[src/rtl/stack_pkg.sv]
// rtl/stack_pkg.sv - shared types and default sizes for the stack arbiter slice
package stack_pkg;

  localparam int DEF_DEPTH = 5;
  localparam int DEF_DW    = 4;
  localparam int DEF_IW    = 3;

  typedef enum logic [1:0] {
    CMD_NOP  = 2'b00,
    CMD_PUSH = 2'b01,
    CMD_POP  = 2'b10,
    CMD_GET  = 2'b11
  } cmd_e;

  typedef enum logic [1:0] {
    IDLE  = 2'b00,
    ISSUE = 2'b01,
    RESP  = 2'b10
  } state_e;

endpackage

[src/rtl/stack_arb_rr.sv]
// rtl/stack_arb_rr.sv - 2-way grant logic; STACK_ARB_RR_EN selects round-robin over fixed priority
module stack_arb_rr (
  input  logic       CLK,
  input  logic       RESET,
  input  logic [1:0] req,
  input  logic       advance,
  output logic       gnt_id,
  output logic       gnt_valid
);

  // ptr names the client that wins a tie; 0 after reset
  logic ptr;
  logic ptr_next;

  // tie-break pointer register
  always_ff @(posedge CLK or posedge RESET) begin
    if (RESET) ptr <= 1'b0;
    else       ptr <= ptr_next;
  end

  // winner: a lone requester wins, a tie goes to the pointer
  always_comb begin
    gnt_valid = |req;
    gnt_id    = (req == 2'b11) ? ptr : req[1];
  end

  // pointer update on each accepted grant
  always_comb begin
`ifdef STACK_ARB_RR_EN
    ptr_next = advance ? ~gnt_id : ptr;
`else
    // fixed priority: the pointer stays pinned to client 0
    ptr_next = advance ? 1'b0 : ptr;
`endif
  end

endmodule

[src/rtl/stack_arbiter.sv]
// rtl/stack_arbiter.sv - two-client req/ack sequencer for the stack; STACK_ARB_RR_EN enables round-robin
module stack_arbiter
  import stack_pkg::*;
#(
  parameter int DEPTH = DEF_DEPTH,
  parameter int DW    = DEF_DW,
  parameter int IW    = DEF_IW
) (
  input  logic          CLK,
  input  logic          RESET,
  input  logic [1:0]    req,
  input  logic [1:0]    cmd0,
  input  logic [1:0]    cmd1,
  input  logic [IW-1:0] idx0,
  input  logic [IW-1:0] idx1,
  input  logic [DW-1:0] wdata0,
  input  logic [DW-1:0] wdata1,
  output logic [1:0]    ack,
  output logic          err,
  output logic [DW-1:0] rdata,
  output logic [1:0]    stk_cmd,
  output logic [IW-1:0] stk_index,
  output logic [DW-1:0] stk_wdata,
  output logic          stk_wdata_oe,
  input  logic [DW-1:0] stk_rdata,
  output logic [IW-1:0] count,
  output logic          full,
  output logic          empty
);

  localparam logic [IW-1:0] DEPTH_C = IW'(DEPTH);
  localparam logic [IW-1:0] ONE_C   = IW'(1);

  state_e        state;
  state_e        state_next;

  logic          gnt_id;
  logic          gnt_valid;
  logic          take;

  cmd_e          sel_cmd;
  logic [IW-1:0] sel_idx;
  logic [DW-1:0] sel_wdata;
  logic          sel_legal;

  logic          lat_id;
  cmd_e          lat_cmd;
  logic [IW-1:0] lat_idx;
  logic [DW-1:0] lat_wdata;
  logic          err_q;
  logic [DW-1:0] rdata_q;
  logic [IW-1:0] count_q;

  assign take = (state == IDLE) && gnt_valid;

  stack_arb_rr u_arb (
    .CLK       (CLK),
    .RESET     (RESET),
    .req       (req),
    .advance   (take),
    .gnt_id    (gnt_id),
    .gnt_valid (gnt_valid)
  );

  // winner's request fields and their legality against the current occupancy
  always_comb begin
    sel_cmd   = gnt_id ? cmd_e'(cmd1) : cmd_e'(cmd0);
    sel_idx   = gnt_id ? idx1 : idx0;
    sel_wdata = gnt_id ? wdata1 : wdata0;
    sel_legal = 1'b1;
    case (sel_cmd)
      CMD_PUSH: sel_legal = (count_q < DEPTH_C);
      CMD_POP:  sel_legal = (count_q != '0);
      CMD_GET:  sel_legal = (sel_idx < count_q);
      default:  sel_legal = 1'b1;
    endcase
  end

  // state register
  always_ff @(posedge CLK or posedge RESET) begin
    if (RESET) state <= IDLE;
    else       state <= state_next;
  end

  // next state and stack/client drive; the stack sees a command only in ISSUE
  always_comb begin
    state_next   = state;
    stk_cmd      = CMD_NOP;
    stk_index    = '0;
    stk_wdata    = '0;
    stk_wdata_oe = 1'b0;
    ack          = 2'b00;
    err          = 1'b0;
    case (state)
      IDLE: begin
        if (gnt_valid) begin
          if (sel_legal && (sel_cmd != CMD_NOP)) state_next = ISSUE;
          else                                   state_next = RESP;
        end
      end
      ISSUE: begin
        stk_cmd = lat_cmd;
        if (lat_cmd == CMD_GET) stk_index = lat_idx;
        if (lat_cmd == CMD_PUSH) begin
          stk_wdata    = lat_wdata;
          stk_wdata_oe = 1'b1;
        end
        state_next = RESP;
      end
      RESP: begin
        ack        = lat_id ? 2'b10 : 2'b01;
        err        = err_q;
        state_next = IDLE;
      end
      default: state_next = IDLE;
    endcase
  end

  // latch the granted request so later client changes cannot disturb it
  always_ff @(posedge CLK or posedge RESET) begin
    if (RESET) begin
      lat_id    <= 1'b0;
      lat_cmd   <= CMD_NOP;
      lat_idx   <= '0;
      lat_wdata <= '0;
      err_q     <= 1'b0;
    end else if (take) begin
      lat_id    <= gnt_id;
      lat_cmd   <= sel_cmd;
      lat_idx   <= sel_idx;
      lat_wdata <= sel_wdata;
      err_q     <= ~sel_legal;
    end
  end

  // response data: cleared at grant, loaded from the stack at the end of a pop/get ISSUE
  always_ff @(posedge CLK or posedge RESET) begin
    if (RESET) begin
      rdata_q <= '0;
    end else if (take) begin
      rdata_q <= '0;
    end else if ((state == ISSUE) && ((lat_cmd == CMD_POP) || (lat_cmd == CMD_GET))) begin
      rdata_q <= stk_rdata;
    end
  end

  // occupancy tracks only commands that actually reached the stack
  always_ff @(posedge CLK or posedge RESET) begin
    if (RESET) begin
      count_q <= '0;
    end else if (state == ISSUE) begin
      if (lat_cmd == CMD_PUSH)     count_q <= count_q + ONE_C;
      else if (lat_cmd == CMD_POP) count_q <= count_q - ONE_C;
    end
  end

  assign rdata = rdata_q;
  assign count = count_q;
  assign full  = (count_q == DEPTH_C);
  assign empty = (count_q == '0);

endmodule

[config.mk]
export PLATFORM = sky130hd
export DESIGN_NAME = stack_arbiter
export DESIGN_NICKNAME = d
export VERILOG_FILES = /design/src/rtl/stack_pkg.sv /design/src/rtl/stack_arb_rr.sv /design/src/rtl/stack_arbiter.sv
export SDC_FILE = /design/constraint.sdc
export NUM_CORES = 1
export LEC_CHECK = 0
export ABC_AREA = 1
export CELL_PAD_IN_SITES_DETAIL_PLACEMENT = 0
export CELL_PAD_IN_SITES_GLOBAL_PLACEMENT = 1
export CORE_MARGIN = 10
export CORE_UTILIZATION = 27
export DETAILED_ROUTE_END_ITERATION = 7
export PLACE_DENSITY = 0.81
export SLEW_MARGIN = 10
export SYNTH_ARGS = -nofsm -noshare
export SYNTH_HDL_FRONTEND = slang
export SYNTH_HIERARCHICAL = 1
export SYNTH_SLANG_ARGS = --single-unit
[constraint.sdc]
create_clock -name CLK -period 1.5 [get_ports CLK]
set_input_delay 0.3 -clock CLK [delete_from_list [all_inputs] [get_ports CLK]]
set_output_delay 0.3 -clock CLK [all_outputs]
set_load 0.1 [all_outputs]
==> run summary <==
The number of warning messages in the yosys log came out at 6. The run finished, with violations left. In this run the critical register-to-register path is launched from lat_cmd[1]. The layout overhead on the synthesized area came out at 115%.

Buffers placed on the I/O ports in this run total 47. The die outline area is 7690 um^2. The number of instances in the placed design came out at approximately 280. In the final routed layout, each cell accounts on average for ~13 um.

The worst register-to-register path has a depth of 8. The non-filler instance count after layout came out at 301. The peak ir drop on the vdd network came out at 1.06 mV. The final-layout fill cell count is 373. In the post-synthesis netlist, the biggest area contributors are sky130_fd_sc_hd__dfrtp_1 (40%), sky130_fd_sc_hd__nand2_1 (12%), sky130_fd_sc_hd__inv_1 (8.8%), sky130_fd_sc_hd__nor2_1 (6.7%), sky130_fd_sc_hd__ha_1 (5.1%). The horizontal extent of the die is 87.7 um. Tracing the worst setup path back leads to its startpoint at lat_cmd[1]. The cell with the most instances after synthesis is sky130_fd_sc_hd__nand2_1. The element type at the critical path start is a flop. The HPWL after detailed placement came out at 2950 um. Clock tree synthesis inserted a total of 3 buffers. The largest single stage delay on the critical path is 0.43 ns. The netlist uses 24 different library cells.

The number of max-slew violations in the final report came to 0. The tree is rooted in a sky130_fd_sc_hd__clkbuf_8. For this design the static power due to leakage is between 1 and 1.5 nW. In the routed layout, each cell is associated on average with a via count of 4.27.

The worst path setup slack after routing is -0.191 ns. Setup violations remaining at the end of the flow were counted as 14. The top flip-flop cell by instance count after synthesis is sky130_fd_sc_hd__dfrtp_1. The number of buffer and inverter stages on the critical path is 3. The core region area is 4380 um^2.

The wire length of the first global-routing pass is 6370 um. The storage element area is 514 um^2. The number of storage elements in the synthesis netlist came out at 20. The worst path in the final design needs a cycle of about 1.7 ns, including I/O delays and setup. The final reports fail on negative setup slack. Setup repair after global routing could not meet its margin everywhere. The synthesized instance count is ~170. The number of detailed-route iterations in the first pass came out at 4. The final routed wirelength across all metal layers is 3870 um. The class of the worst hold path is in -> async.

The number of synthesized flops with an enable pin is 0. Across the run, the number of max-cap violations was 0. The number of hold buffers added after CTS was 0. TritonCTS built the clock tree. The floorplan has 24 rows. The power density over the cells came out at 2090 nW/um^2. The final hold violation count came to 0. The starting density of the core came out at approximately 28%. When the netlist entered floorplanning its net count stood at 197.

The post-route clock period utilization came out at 113%. The clock arrives with 0.00161 ns of skew. STA classifies the critical path endpoint as a primary output. The via count of the first global-routing pass came out at 1333.

The total negative slack is -1.82 ns. The remaining antenna violation count came out at 0. The worst slew slack as a fraction of its limit came out at 80.9%. The H-tree depth reported by CTS came out at 1.

The arrival time reported for the critical path endpoint came out at between 1 and 1.5 ns. The critical path goes through inv_2, ha_4, buf_6, nand2_4, nor2_4, buf_12. In this run the critical register-to-register path is captured at count[2]. For this run, asynchronously set or reset flops after synthesis account for 100%. Entering global routing, the biggest net connects 21 pins.

Among all stages on the critical path, the largest delay is contributed by sky130_fd_sc_hd__dfrtp_2. The detailed-route DRC error count came out at 0. The synthesized design spends more area on one cell type than any other, namely sky130_fd_sc_hd__dfrtp_1. The via count is around 1300. The number of antenna violations at the first check in global routing came out at 0. The post-layout net count is 282. Of all nets on the critical path, the largest fanout is 3. Sorting the synthesized cells by how often they occur yields sky130_fd_sc_hd__nand2_1 (39), sky130_fd_sc_hd__inv_1 (29), sky130_fd_sc_hd__nor2_1 (22). The setup path with the least slack is of type reg -> out. The multi-input combinational cells in the finished layout cover a total of approximately 870 um^2. For the worst setup path, the data required time is between 1 and 1.5 ns. The proportion of layout cells with a drive suffix above 1 is between 40% and 50%.

The maximum clock path buffer count is 2. The minimum setup slack after placement is -0.544 ns. The area fraction of the dominant cell type after synthesis is 40.4%. The slew at the pin closest to its max-slew limit is 0.284 ns. The synthesized netlist occupies a cell area of 1240 um^2. In this run, the number of DRC markers left after iteration 0 of detailed routing was 53. The number of antenna diodes in the final layout is 0. The timing-limited maximum frequency is 591 MHz. The clock net sink count came out at 20. The final core utilization is a little over 60%. Global routing consumed, over all layers together, 10.1% of the routing resources.

The final weighted congestion in routability-driven placement came out at 0.784. The top cell family by delay on the critical path is flip-flops. The part of the Yosys area used for sequential elements came out at 40.4%. The clock transition at the register clock pins on the worst setup and hold paths after CTS is 0.08 ns. The die span in y came out at 87.7 um.

48 I/O pins were placed. The total overflow left after global routing is 0. The slack of the worst reg-to-reg path is -0.18 ns.

The average instance area after synthesis is 7.50 um^2. For the worst-skew pair, the clock arrives at the later sink with an insertion delay of approximately 0.26 ns.
-- repair_timing --
action                                  4_1_cts  5_1_grt
hold endpoints to repair                      0        0
cloned                                        0        0
pin swaps                                    18       11
endpoints found under the setup margin       19       18
buffers inserted                             14        4
resized for setup                            38       12
-- per-layer routing --
layer  share of wire [%]  GRT usage (%)
met1                  42           12.1
met2                  49           16.5
met3                 8.2           3.53
met4                0.98           3.19
met5                   0              0
-- per-stage QoR --
stage	power (mW)	cell area (um^2)	hold WS (ns)
final	5.57	2660	0.361
after global routing	5.87	2660	0.403
after CTS	5.41	2580	0.376
after detailed placement	4.45	2300	0.478
after global placement	4.40	2300	0.471
after floorplan	3.27	1440	0.264
-- report_power, final --
group | switching [mW] | leakage, nW | internal (mW) | total [mW]
Clock | 0.189 | 0.0288 | 0.234 | 0.423
Combinational | 2.38 | 0.938 | 1.67 | 4.05
Sequential | 0.285 | 0.242 | 0.810 | 1.10
Total | 2.86 | 1.21 | 2.72 | 5.57
-- flip-flops by register name, summed over array words and instances, names as in the netlist --
signal	count
rdata	4
count	3
lat_idx	3
lat_id	1
state	2
err_q	1
lat_cmd	2
lat_wdata	4
-- area by class of cell --
class | count | area share [%]
Timing Repair Buffer | 84 | 38.1
Clock buffer | 4 | 2.07
Sequential cell | 20 | 19.3
Inverter | 31 | 5.45
Tap cell | 52 | 2.44
Multi-Input combinational cell | 110 | 32.6
-- worst max path at each step --
stage               cells after the start           end  slack (ns)
floorplan                               4  stk_index[1]       -0.34
global placement                       13      state[0]       -0.49
detailed placement                     15      state[0]       -0.54
CTS                                     6  stk_wdata[2]       -0.21
global route                            6  stk_wdata[0]       -0.23
finish                                  6  stk_wdata[0]       -0.19
-- cell families after synthesis --
logic type               share of synthesized area [%]
adder cells (fa/ha/maj)                           6.67
flip-flops                                        40.4
AND/OR/NAND/NOR                                   30.2
XOR/XNOR                                          2.12
buffers and inverters                             12.3
AO/OA/AOI/OAI                                     8.19
-- tightest hold or removal path, cell delays in order --
cell                              delay, ns
sky130_fd_sc_hd__clkdlybuf4s50_1       0.39
sky130_fd_sc_hd__inv_1                 0.05
sky130_fd_sc_hd__buf_4                 0.27
-- layout by cell type, fill, tap and decap left out, drive strengths merged --
cell / instances
inv: 30
a21oi: 1
clkinvlp: 1
dfrtp: 20
buf: 59
fa: 1
nor2: 24
clkdlybuf4s50: 23
o21ai: 13
ha: 5
clkbuf: 5
nand2: 43
a31oi: 5
clkdlybuf4s15: 1
xnor2: 1
nor3: 3
nand3: 10
xor2: 2
nand4: 2
Note: power is estimated with default switching activity, not from simulation.
